File: src/rtl/tensor_core_pkg.sv
`default_nettype none
// ============================================================================
// Module      : tensor_core_pkg
// Description : Shared types and constants for the tensor core vocabulary
//               blocks (matcher / decoder).
// Revision    : 1.0  initial release
// ============================================================================
package tensor_core_pkg;

  // Decoder states carry a DEC_ prefix so they never collide with the
  // matcher's state names when both packages' symbols are imported together.
  typedef enum logic [2:0] {
    DEC_IDLE  = 3'd0,
    DEC_FETCH = 3'd1,
    DEC_CHECK = 3'd2,
    DEC_EMIT  = 3'd3,
    DEC_DONE  = 3'd4,
    DEC_ERR   = 3'd5
  } decoder_state;

  // Byte value that terminates every word in the vocabulary memory.
  localparam int VOCAB_TERM = 0;

endpackage
`default_nettype wire

File: src/rtl/vocab_decoder_if.sv
`default_nettype none
// ============================================================================
// Module      : vocab_decoder_if
// Description : Vocab memory read port plus the outgoing character stream
//               (valid/ready) of the vocabulary decoder.
// Revision    : 1.0  initial release
// ============================================================================
interface vocab_decoder_if #(
  parameter int VOCAB_ADDR_WIDTH = 4,
  parameter int DATA_WIDTH       = 8
);

  // Vocab memory read port: data is mem[addr_v] one cycle later.
  logic [VOCAB_ADDR_WIDTH-1:0] addr_v;
  logic [DATA_WIDTH-1:0]       val_vocab;

  // Character output stream.
  logic [DATA_WIDTH-1:0]       out_data;
  logic                        out_valid;
  logic                        out_ready;

  // Decoder side.
  modport master (
    output addr_v,
    input  val_vocab,
    output out_data,
    output out_valid,
    input  out_ready
  );

  // Memory / downstream side.
  modport slave (
    input  addr_v,
    output val_vocab,
    input  out_data,
    input  out_valid,
    output out_ready
  );

endinterface
`default_nettype wire

File: src/rtl/vocab_decoder.sv
`default_nettype none
// ============================================================================
// Module      : vocab_decoder
// Description : Given a token index, walks the zero-terminated vocabulary
//               memory and streams that word's characters out over a
//               valid/ready interface.
// Revision    : 1.0  initial release
// ============================================================================
module vocab_decoder
  import tensor_core_pkg::*;
#(
  parameter int VOCAB_ADDR_WIDTH = 4,
  parameter int DATA_WIDTH       = 8,
  parameter int TOKEN_WIDTH      = 4
) (
  input  logic                        clk,
  input  logic                        rst_n,
  input  logic                        start,
  input  logic [TOKEN_WIDTH-1:0]      token_id,
  input  logic [VOCAB_ADDR_WIDTH-1:0] vocab_start_addr,
  input  logic [VOCAB_ADDR_WIDTH-1:0] vocab_end_addr,
  vocab_decoder_if.master             bus,
  output logic                        busy,
  output logic                        done,
  output logic                        err
);

  decoder_state                state, state_d;
  logic [TOKEN_WIDTH-1:0]      cnt, cnt_d;           // terminators left to skip
  logic                        emitted, emitted_d;   // at least one char sent
  logic [VOCAB_ADDR_WIDTH-1:0] addr, addr_d;
  logic [DATA_WIDTH-1:0]       data, data_d;
  logic                        valid, valid_d;
  logic                        busy_d, done_d, err_d;
  logic                        is_term;

  assign is_term       = (bus.val_vocab == DATA_WIDTH'(VOCAB_TERM));
  assign bus.addr_v    = addr;
  assign bus.out_data  = data;
  assign bus.out_valid = valid;

  // State and datapath registers; async reset drops any pending character.
  always_ff @(posedge clk or negedge rst_n) begin
    if (!rst_n) begin
      state   <= DEC_IDLE;
      cnt     <= '0;
      emitted <= 1'b0;
      addr    <= '0;
      data    <= '0;
      valid   <= 1'b0;
      busy    <= 1'b0;
      done    <= 1'b0;
      err     <= 1'b0;
    end else begin
      state   <= state_d;
      cnt     <= cnt_d;
      emitted <= emitted_d;
      addr    <= addr_d;
      data    <= data_d;
      valid   <= valid_d;
      busy    <= busy_d;
      done    <= done_d;
      err     <= err_d;
    end
  end

  // Next-state and datapath updates; status flags are registered from the
  // next state so they line up exactly with the state they describe.
  always_comb begin
    state_d   = state;
    cnt_d     = cnt;
    emitted_d = emitted;
    addr_d    = addr;
    data_d    = data;
    valid_d   = valid;

    case (state)
      DEC_IDLE: begin
        // Keep the read address parked at the start of the vocabulary.
        addr_d = vocab_start_addr;
        if (start) begin
          cnt_d     = token_id;
          emitted_d = 1'b0;
          state_d   = DEC_FETCH;
        end
      end

      DEC_FETCH: begin
        // End check precedes every read, so a wrapped walk never reads
        // past the vocabulary end.
        if (addr == vocab_end_addr) begin
          state_d = DEC_ERR;
        end else begin
          state_d = DEC_CHECK;
        end
      end

      DEC_CHECK: begin
        if (cnt != '0) begin
          if (is_term) begin
            cnt_d = cnt - TOKEN_WIDTH'(1);
          end
          addr_d  = addr + VOCAB_ADDR_WIDTH'(1);
          state_d = DEC_FETCH;
        end else if (is_term) begin
          // A terminator before any character means an empty word.
          state_d = emitted ? DEC_DONE : DEC_ERR;
        end else begin
          data_d  = bus.val_vocab;
          valid_d = 1'b1;
          state_d = DEC_EMIT;
        end
      end

      DEC_EMIT: begin
        if (bus.out_ready) begin
          valid_d   = 1'b0;
          emitted_d = 1'b1;
          addr_d    = addr + VOCAB_ADDR_WIDTH'(1);
          state_d   = DEC_FETCH;
        end
      end

      DEC_DONE, DEC_ERR: begin
        // A new start restarts the walk from the vocabulary start.
        if (start) begin
          addr_d    = vocab_start_addr;
          cnt_d     = token_id;
          emitted_d = 1'b0;
          state_d   = DEC_FETCH;
        end
      end

      default: begin
        state_d = DEC_IDLE;
      end
    endcase

    busy_d = (state_d == DEC_FETCH) || (state_d == DEC_CHECK) ||
             (state_d == DEC_EMIT);
    done_d = (state_d == DEC_DONE);
    err_d  = (state_d == DEC_ERR);
  end

endmodule
`default_nettype wire

File: src/flat_wrapper.sv
// flat-port wrapper written by rule: the top's interface ports become plain ports
module vocab_decoder_flat import tensor_core_pkg::*;
#(
  parameter int VOCAB_ADDR_WIDTH = 4,
  parameter int DATA_WIDTH       = 8,
  parameter int TOKEN_WIDTH      = 4
)
  (clk, rst_n, start, token_id, vocab_start_addr, vocab_end_addr, busy, done, err, bus_addr_v, bus_val_vocab, bus_out_data, bus_out_valid, bus_out_ready);
  vocab_decoder_if #(.VOCAB_ADDR_WIDTH(VOCAB_ADDR_WIDTH), .DATA_WIDTH(DATA_WIDTH)) bus_i ();
  input  logic clk;
  input  logic rst_n;
  input  logic start;
  input  logic [TOKEN_WIDTH-1:0] token_id;
  input  logic [VOCAB_ADDR_WIDTH-1:0] vocab_start_addr;
  input  logic [VOCAB_ADDR_WIDTH-1:0] vocab_end_addr;
  output logic busy;
  output logic done;
  output logic err;
  output wire logic [$bits(bus_i.addr_v)-1:0] bus_addr_v;
  input wire logic [$bits(bus_i.val_vocab)-1:0] bus_val_vocab;
  output wire logic [$bits(bus_i.out_data)-1:0] bus_out_data;
  output wire logic [$bits(bus_i.out_valid)-1:0] bus_out_valid;
  input wire logic [$bits(bus_i.out_ready)-1:0] bus_out_ready;
  assign bus_addr_v = bus_i.addr_v;
  assign bus_i.val_vocab = bus_val_vocab;
  assign bus_out_data = bus_i.out_data;
  assign bus_out_valid = bus_i.out_valid;
  assign bus_i.out_ready = bus_out_ready;
  vocab_decoder #(.VOCAB_ADDR_WIDTH(VOCAB_ADDR_WIDTH), .DATA_WIDTH(DATA_WIDTH), .TOKEN_WIDTH(TOKEN_WIDTH)) u_core (.clk(clk), .rst_n(rst_n), .start(start), .token_id(token_id), .vocab_start_addr(vocab_start_addr), .vocab_end_addr(vocab_end_addr), .bus(bus_i), .busy(busy), .done(done), .err(err));
endmodule
File: config.mk
export PLATFORM = sky130hd
export DESIGN_NAME = vocab_decoder_flat
export DESIGN_NICKNAME = d
export VERILOG_FILES = /design/src/rtl/tensor_core_pkg.sv /design/src/rtl/vocab_decoder_if.sv /design/src/rtl/vocab_decoder.sv /design/src/flat_wrapper.sv
export SDC_FILE = /design/constraint.sdc
export NUM_CORES = 1
export LEC_CHECK = 0
export ABC_AREA = 1
export CAP_MARGIN = 20
export CORE_ASPECT_RATIO = 0.5
export CORE_MARGIN = 2
export CORE_UTILIZATION = 50
export CTS_CLUSTER_DIAMETER = 80
export CTS_CLUSTER_SIZE = 25
export DETAILED_ROUTE_END_ITERATION = 16
export PLACE_DENSITY_LB_ADDON = 0.15
export SYNTH_ARGS = -nofsm -noshare
export SYNTH_HDL_FRONTEND = slang
export SYNTH_SLANG_ARGS = --single-unit
File: constraint.sdc
create_clock -name clk -period 2.55 [get_ports clk]
set_input_delay 0.51 -clock clk [delete_from_list [all_inputs] [get_ports clk]]
set_output_delay 0.51 -clock clk [all_outputs]
set_load 0.05 [all_outputs]
# == Word-level counts from Yosys, hierarchy flattened ==
# Cells that the tools add are included.
# totals
ff_bits,24
inputBits,24
out_inout_bits,16
elab_cells,69
# op_classes
addsub,2
n_eq_ne,18
muxes,22
bitwise,2
reduce_logical,16
# op_table
op,count
2-to-1 mux 4 bit,6
case mux 4 bit (4 select lines),1
2-to-1 mux 3 bit,5
== test 3 x 2 -> 1 bit (second input constant),4
== test 3 bit (second input constant),4
case mux 3 bit (4 select lines),1
AND reduction 4 bit,3
logical NOT 8 bit,1
inequality test 2 bit (second input constant),4
case mux 4 bit (2 select lines),1
nonzero test 4 bit,2
== test 3 x 1 -> 1 bit (second input constant),2
2-to-1 mux 1 bit,6
inequality test 2 x 1 -> 1 bit (second input constant),3
AND reduction 3 bit,2
nonzero test 2 bit,3
adder 4 x 1 -> 4 bit (second input constant),1
== test 4 bit,1
case mux 1 bit (2 select lines),2
subtractor 4 x 1 -> 4 bit (second input constant),1
logical NOT 3 bit,1
OR reduction 3 bit,1
logical OR 1 bit,2
inverter 1 bit,2
OR reduction 2 bit,1

# == Longest topological paths before layout ==
# Gate-level depths: netlist (run 1).
# logic_depth
depth_word,7
ltp_mapped,9
ltp_nobuf,9

# == Worst setup path before layout (run 1) ==
# Ideal clock, no wire load.
# synth_timing
path_type,register to register
from,reg u_core.addr[0] (netlist: u_core.bus.addr_v[0])
to,reg u_core.addr[2] (netlist: u_core.bus.addr_v[2])
arrival_ps,1389
slack_ps,1033
path_stages_with_launch,7
n_path_buf,0
period_less_slack_ps,1517
cell_sequence,dfrtp_1 ha_1 or2_2 nand2_1 nor2_1 a21oi_1 o21ai_0
# synth_between
elab_chain_len,3
word_cells_on_any_way,4
cone_classes,add/sub (1); mux (3)
# synth_rtl
element,line_no,text
from (decl),vocab_decoder.sv:31,"logic [VOCAB_ADDR_WIDTH-1:0] addr, addr_d;"
from (signal assigned),vocab_decoder.sv:58,addr <= addr_d;
adder 4 x 1 -> 4 bit *,"vocab_decoder.sv:103, vocab_decoder.sv:119",
2-to-1 mux 4 bit (on tied branches),"vocab_decoder.sv:116, vocab_decoder.sv:99",
case mux 4 bit (4 select lines) *,vocab_decoder.sv:77,case (state)
# Every way passes the cells marked *; elsewhere a longest branch is shown, timed or not. The select of a mux whose other input is x is not followed.
# A chain may end at the register's enable or synchronous reset.

# == Worst setup path in the final report (run 1) ==
# layout_timing
from,reg u_core.addr[1] (netlist: u_core.bus.addr_v[1])
to,out bus_addr_v[1]
# layout_rtl
element,line_no,text
to (decl),flat_wrapper.sv:19,output wire logic [$bits(bus_i.addr_v)-1:0] bus_addr_v;
# No word-level cell between the ends.

==> results.md, run 1 <==
- Combinational share of power: 59.7%
- Worst Skew: 0.00102 ns
- Net switching fraction of the power: 48.8%
- Total Power: 0.00253 W
- Clock power frac: 13.1%
- Peak supply drop: 878 uV
- CTS tree: yes
- Core area: 0.00260 sq mm
- Worst Path Arrival: 1.55 ns
- Placement-stage cell area: 0.00180 sq mm
- Delay of the slowest cell on the worst path: 0.84 ns
- Min-delay worst type: reg2reg
- Worst Setup Start Kind: register
- Remaining Overflow, GRT: 0
- Status: completed
- CP required: 2.04 ns
- Initial antenna violation count: 0
- Root Buffer: clkbuf_8
- Residual DRC: 0
- DRT antenna net count: 0
- Crit path kind: reg2out
- Slowest stage cell, crit path: clkdlybuf4s50_1
- Crit. End Element: output pin
- Worst slew pin tran: 0.507 ns
- Hold Vio Cnt, Final: 0
- Clock Sinks: 24
- Commonest non-fill, non-tap cell in the layout: nand2_1
- Worst Path Buf+Inv: 1
- Max clock buf depth: 2
- DR vias/cell: 4.86
- Design Area, Final: 0.00187 sq mm
- Synthesis-to-finish area growth: 36.6%
- CP Cell Sequence: clkdlybuf4s50_1
- Setup TNS: 0 ns
- Layout Nets: 248
- RSZ-0062 raised after global routing: false
- Number of placement rows: 13
- Vias: 1250
- Num CTS Buffers: 3
- Int Power: 0.00130 W
- Final wirelength: 2990 microns
- Die Ht: 41.0 microns
- Cell count after synthesis: 177
- Hold Buf Count CTS: 0
- Netlist Area Pre-Place: 0.00137 sq mm
- Final GP Congestion: 0.763
- First-pass GRT wire length: 4890 microns
- Final setup fails: 0
- Total track usage: 20.5%
- Total die area: 0.00319 sq mm
- # IOs: 40
- Yosys warnings: 0
- Setup Buffers After CTS: 0
- Leak pwr: 0.918 nW
- Syn nets: 204
- Share of cells above drive strength 1: 10.5%
- FF+latch count, synth: 24
- Port Buf Inserts: 39
- Synth cell types: 27
- Avg Synthesized Cell Area: 7.72 sq um
- Number of diodes: 0
- H-tree Lvls: 1
- Fin crit period: 2.06 ns
- Largest net degree at the start of global routing: 25
- Vias in the first global route: 1105
- Final HPWL DP: 2250 microns
- Switching power total: 0.00123 W
- Most frequent cells in the layout: nand2_1 (54), clkdlybuf4s50_1 (39), dfrtp_1 (24), nor2_1 (19), inv_1 (17)
- Clock Latency Late Sink: 0.27 ns
- Flop pwr share: 27.2%
- Max frequency: 0.485 GHz
- Max Slew Vio Count: 0
- Pre-antenna DRT Iters: 4
- CP max FO: 6
- Part of the Yosys area used for sequential elements: 44.0%
- Pwr dens: 1350 mW/mm^2
- Initial Util: 52.5%
- Post-cts sizing count: 0
- Wire per inst: 11.6 microns
- Delay-heaviest family, CP: buffers and inverters
- Clk pin slew, worst setup/hold paths: 0.08 ns
- Period Utilization, post-route: 80.8%
- Max Cap Violations: 0
- Starting DRT DRC Count: 29
- Die width: 77.9 microns
- Relative slew slack: 66.1%
[cell usage after synthesis]
master	number	area, sq um
o21ai_0	8	40.0
nand3_2	2	20.0
o21a_4	1	15.0
or2_2	2	12.5
nand4_1	1	6.26
nand2_2	5	31.3
nor3_1	1	5.00
dfrtp_1	24	601
or2_1	1	6.26
nor2_1	19	71.3
o21ai_1	1	5.00
nor2_4	1	11.3
inv_1	17	63.8
and2_1	1	6.26
nand4_2	1	12.5
inv_2	1	3.75
a21oi_1	7	35.0
nand3b_1	1	7.51
o2111ai_1	1	8.76
mux2i_1	1	10.0
nand2_4	2	22.5
ha_1	3	37.5
nand2_1	54	203
nor2_2	3	18.8
xor2_1	2	17.5
nand3_1	16	80.1
buf_8	1	15.0
[power by group through the flow]
stage | logic [W] | clock network, W | registers [W]
2_1_floorplan | 0.000753 | 0 | 0.00103
5_1_grt | 0.00166 | 0.000360 | 0.000711
4_1_cts | 0.00152 | 0.000338 | 0.000686
3_3_place_gp | 0.00147 | 0 | 0.000687
3_5_place_dp | 0.00150 | 0 | 0.000688
6_report | 0.00151 | 0.000331 | 0.000688
[routing by layer]
layer / vias to the layer above / wire length (microns) / track usage [%]
li1: 655 / - / -
met1: 552 / 1460 / 25.9
met2: 38 / 1310 / 37.1
met3: 5 / 205 / 6.61
met4: 0 / 18 / 2.63
met5: - / 0 / 0
[worst min-delay path, delay by kind of cell, from the launching register on]
family	cells	cell delay (ns)
and+or+nand+nor	2	0.10
DFF	1	0.35
[per-stage QoR]
stage	utilization (%)	hold WS (ns)	std cells	setup WS, ns
final	71.7	0.475	257	0.489
after global routing	71.7	0.494	257	0.412
after CTS	71.7	0.479	257	0.476
after detailed placement	69.0	0.459	253	0.530
after global placement	69.0	0.455	253	0.563
after floorplan	-	0.214	177	1.03
[cell families after synthesis]
group                      share of synthesized area, %
muxes                                             0.733
DFF                                                44.0
AOI/OAI and AO/OA                                  7.60
and+or+nand+nor                                    37.6
adders and majority gates                          2.75
xor gates and xnor gates                           1.28
buffers and inverters                              6.04
[sequential cells by signal (all words and copies together), names as in the netlist]
name,cells
u_core.state,3
u_core.bus.out_data,8
u_core.err,1
u_core.busy,1
u_core.cnt,4
u_core.bus.out_valid,1
u_core.done,1
u_core.emitted,1
u_core.bus.addr_v,4
[path summary, 6_finish.rpt]
check | startpoint | endpoint | slack (ns) | cells past startpoint
min in group asynchronous | rst_n | u_core.bus.out_data[2] | 0.60 | 2
hold reg to reg | u_core.bus.out_data[4] | u_core.bus.out_data[4] | 0.48 | 2
hold / removal | u_core.bus.out_data[4] | u_core.bus.out_data[4] | 0.48 | 2
setup reg to reg | u_core.cnt[0] | u_core.bus.addr_v[0] | 0.90 | 8
setup / recovery | u_core.bus.addr_v[1] | bus_addr_v[1] | 0.49 | 1
max in group asynchronous | rst_n | u_core.cnt[0] | 1.72 | 2
[area by class of cell]
cell class	count	area [sq um]
Fill cell	207	736
Multi-Input combinational cell	134	683
Inverter	18	67.6
Sequential cell	24	601
Clock buffer	3	41.3
Timing Repair Buffer	40	398
Tap cell	37	46.3
Clock inverter	1	30.0
Note: power is estimated with default switching activity, not from simulation.
==> inputs of run 2 (changes only) <==
--- a/config.mk
+++ b/config.mk
@@ -9,7 +9,7 @@
 export CAP_MARGIN = 20
 export CORE_ASPECT_RATIO = 0.5
 export CORE_MARGIN = 2
-export CORE_UTILIZATION = 50
+export CORE_UTILIZATION = 42
 export CTS_CLUSTER_DIAMETER = 80
 export CTS_CLUSTER_SIZE = 25
 export DETAILED_ROUTE_END_ITERATION = 16
==> constraint.sdc (replaced) <==
create_clock -name clk -period 1.8 [get_ports clk]
set_input_delay 0.36 -clock clk [delete_from_list [all_inputs] [get_ports clk]]
set_output_delay 0.36 -clock clk [all_outputs]
set_load 0.05 [all_outputs]
==> results.md, run 2 (synthesized netlist as in run 1, its figures left out) <==
- Status: completed
- Core area: 0.00305 sq mm (+17%)
- Hold Vio Cnt, Final: 0 (unchanged)
- Commonest non-fill, non-tap cell in the layout: nand2_1
- Clock power frac: 13.3% (+0.2 points)
- Port Buf Inserts: 39 (unchanged)
- Num CTS Buffers: 3 (unchanged)
- Switching power total: 0.00174 W (+41%)
- Max Cap Violations: 0 (unchanged)
- Initial antenna violation count: 0 (unchanged)
- DR vias/cell: 4.82 (-0.92%)
- Fin crit period: 1.56 ns
- Total Power: 0.00354 W (+40%)
- RSZ-0062 raised after global routing: false
- Clock Latency Late Sink: 0.27 ns (about the same)
- Relative slew slack: 79.6% (+14 points)
- Fillers: 292 (+41%)
- Share of cells above drive strength 1: 19.6% (+9.1 points)
- Net switching fraction of the power: 49.1% (+0.32 points)
- R2R Setup Slk: 0.24 ns (-0.66 ns)
- Root Buffer: clkbuf_8
- CTS tree: yes
- Number of placement rows: 14 (+1)
- Number of diodes: 0 (unchanged)
- CP max FO: 9 (+3)
- Setup TNS: 0 ns (unchanged)
- Final setup fails: 0 (unchanged)
- Final GP Congestion: 0.885 (+16%)
- Flop pwr share: 27.8% (+0.6 points)
- Combinational share of power: 58.9% (-0.8 points)
- Max frequency: 0.642 GHz
- Clk pin slew, worst setup/hold paths: 0.09 ns (about the same)
- Most frequent cells in the layout: nand2_1 (54), dfrtp_1 (24), clkdlybuf4s50_1 (23), buf_4 (22), nor2_1 (19)
- Period Utilization, post-route: 86.6%
- Total track usage: 17.0% (-3.5 points)
- Largest net degree at the start of global routing: 25 (unchanged)
- M2 GR Usage: 27.1% (-10 points)
- Total die area: 0.00375 sq mm (+18%)
- Wire per inst: 11.4 microns (-2.4%)
- DRT antenna net count: 0 (unchanged)
- Synthesis-to-finish area growth: 36.7% (about the same)
- Die Ht: 44.3 microns (+8.2%)
- Int Power: 0.00180 W (+39%)
- Post-cts sizing count: 0 (unchanged)
- Layout Nets: 253 (+2.0%)
- Crit path kind: reg2reg
- Vias in the first global route: 1084 (-1.9%)
- GR Layer Usage met3: 5.22% (-1.4 points)
- Die width: 84.7 microns (+8.6%)
- Clock Sinks: 24 (unchanged)
- Final HPWL DP: 2300 microns (+1.9%)
- Worst slew pin tran: 0.303 ns (-0.204 ns)
- Pwr dens: 1900 mW/mm^2 (+40%)
- CP required: 1.97 ns (-0.07 ns)
- Setup Buffers After CTS: 0 (unchanged)
- Worst Skew: 0.00385 ns (+0.00283 ns)
- M1 GR Usage: 22.7% (-3.2 points)
- Crit. End Element: register
- Worst Path Arrival: 1.72 ns (+0.17 ns)
- First-pass GRT wire length: 4890 microns (unchanged)
- Reg2reg path depth: 8 (unchanged)
- Max reg flops: 8 (unchanged)
- Residual DRC: 0 (unchanged)
- Max Slew Vio Count: 0 (unchanged)
- # IOs: 40 (unchanged)
- Final wirelength: 3010 microns (+0.67%)
- Worst Setup Start Kind: register
- Max clock buf depth: 2 (unchanged)
- Vias: 1277 (+2.2%)
- GRT busiest layer: met2
- Starting DRT DRC Count: 58 (+100%)
- Pre-antenna DRT Iters: 4 (unchanged)
- Peak supply drop: 1100 uV (+26%)
- Remaining Overflow, GRT: 0 (unchanged)
- Leak pwr: 0.962 nW (+4.9%)
- Min-delay worst type: in2async
- H-tree Lvls: 1 (unchanged)
- Initial Util: 44.8% (-7.7 points)
- Hold Buf Count CTS: 0 (unchanged)
-- run 2: changes by cell type in the layout (fill, tap and decap cells not counted), sizes merged --
cell / delta
clkdlybuf4s50: -16
buf: +21
-- run 2: metrics by stage --
| stage | hold slack, ns | instances | instance area, sq um | worst slack [ns] | util (%) |
|---|---|---|---|---|---|
| detailed placement | 0.461 | 261 | 1800 | 0.00257 | 58.9 |
| global route | 0.462 | 265 | 1870 | 0.151 | 61.3 |
| floorplan | 0.0644 | 177 | 1370 | 0.283 | - |
| global placement | 0.456 | 261 | 1800 | 0.0235 | 58.9 |
| CTS | 0.463 | 265 | 1870 | 0.246 | 61.3 |
| finish | 0.448 | 265 | 1870 | 0.242 | 61.3 |
-- run 2: power by group through the flow --
stage	logic, W	clock network [W]	registers (W)
final	0.00209	0.000473	0.000984
after global routing	0.00230	0.000515	0.00102
after CTS	0.00209	0.000485	0.000983
after detailed placement	0.00209	0	0.000990
after global placement	0.00206	0	0.000984
after floorplan	0.00107	0	0.00145
-- run 2: layout make-up --
type | instances | area (sq um) | share of cell area (%)
flip-flops and latches | 24 | 601 | 32.2
multi-input cells | 134 | 683 | 36.6
repair buffers | 45 | 395 | 21.2
clock inverters | 1 | 30.0 | 1.61
well taps | 40 | 50.0 | 2.68
clock buffers | 3 | 41.3 | 2.21
inverters | 18 | 67.6 | 3.62
-- run 2: worst paths after layout --
| kind | start | endpoint |
|---|---|---|
| min in group clk | u_core.bus.out_data[2] | u_core.bus.out_data[2] |
| max | u_core.cnt[0] | u_core.bus.out_data[6] |
| min reg2reg | u_core.bus.out_data[2] | u_core.bus.out_data[2] |
| max in group asynchronous | rst_n | u_core.bus.addr_v[2] |
| min | rst_n | u_core.bus.out_data[2] |
| max reg2reg | u_core.cnt[0] | u_core.bus.out_data[6] |
-- run 2: routing by layer --
layer / wire length [microns] / vias up
met5: 0 / -
met4: 40 / 0
met3: 204 / 4
met2: 1260 / 34
met1: 1510 / 577
li1: - / 662
-- run 2: critical path, stage by stage, from the launching register on --
cell and delay [ns]:
dfrtp_1 0.41, inv_1 0.10, ha_1 0.20, nand3_1 0.13
nor2_4 0.21, buf_4 0.20, nand2_4 0.09, nand2_1 0.06
nand2_1 0.05
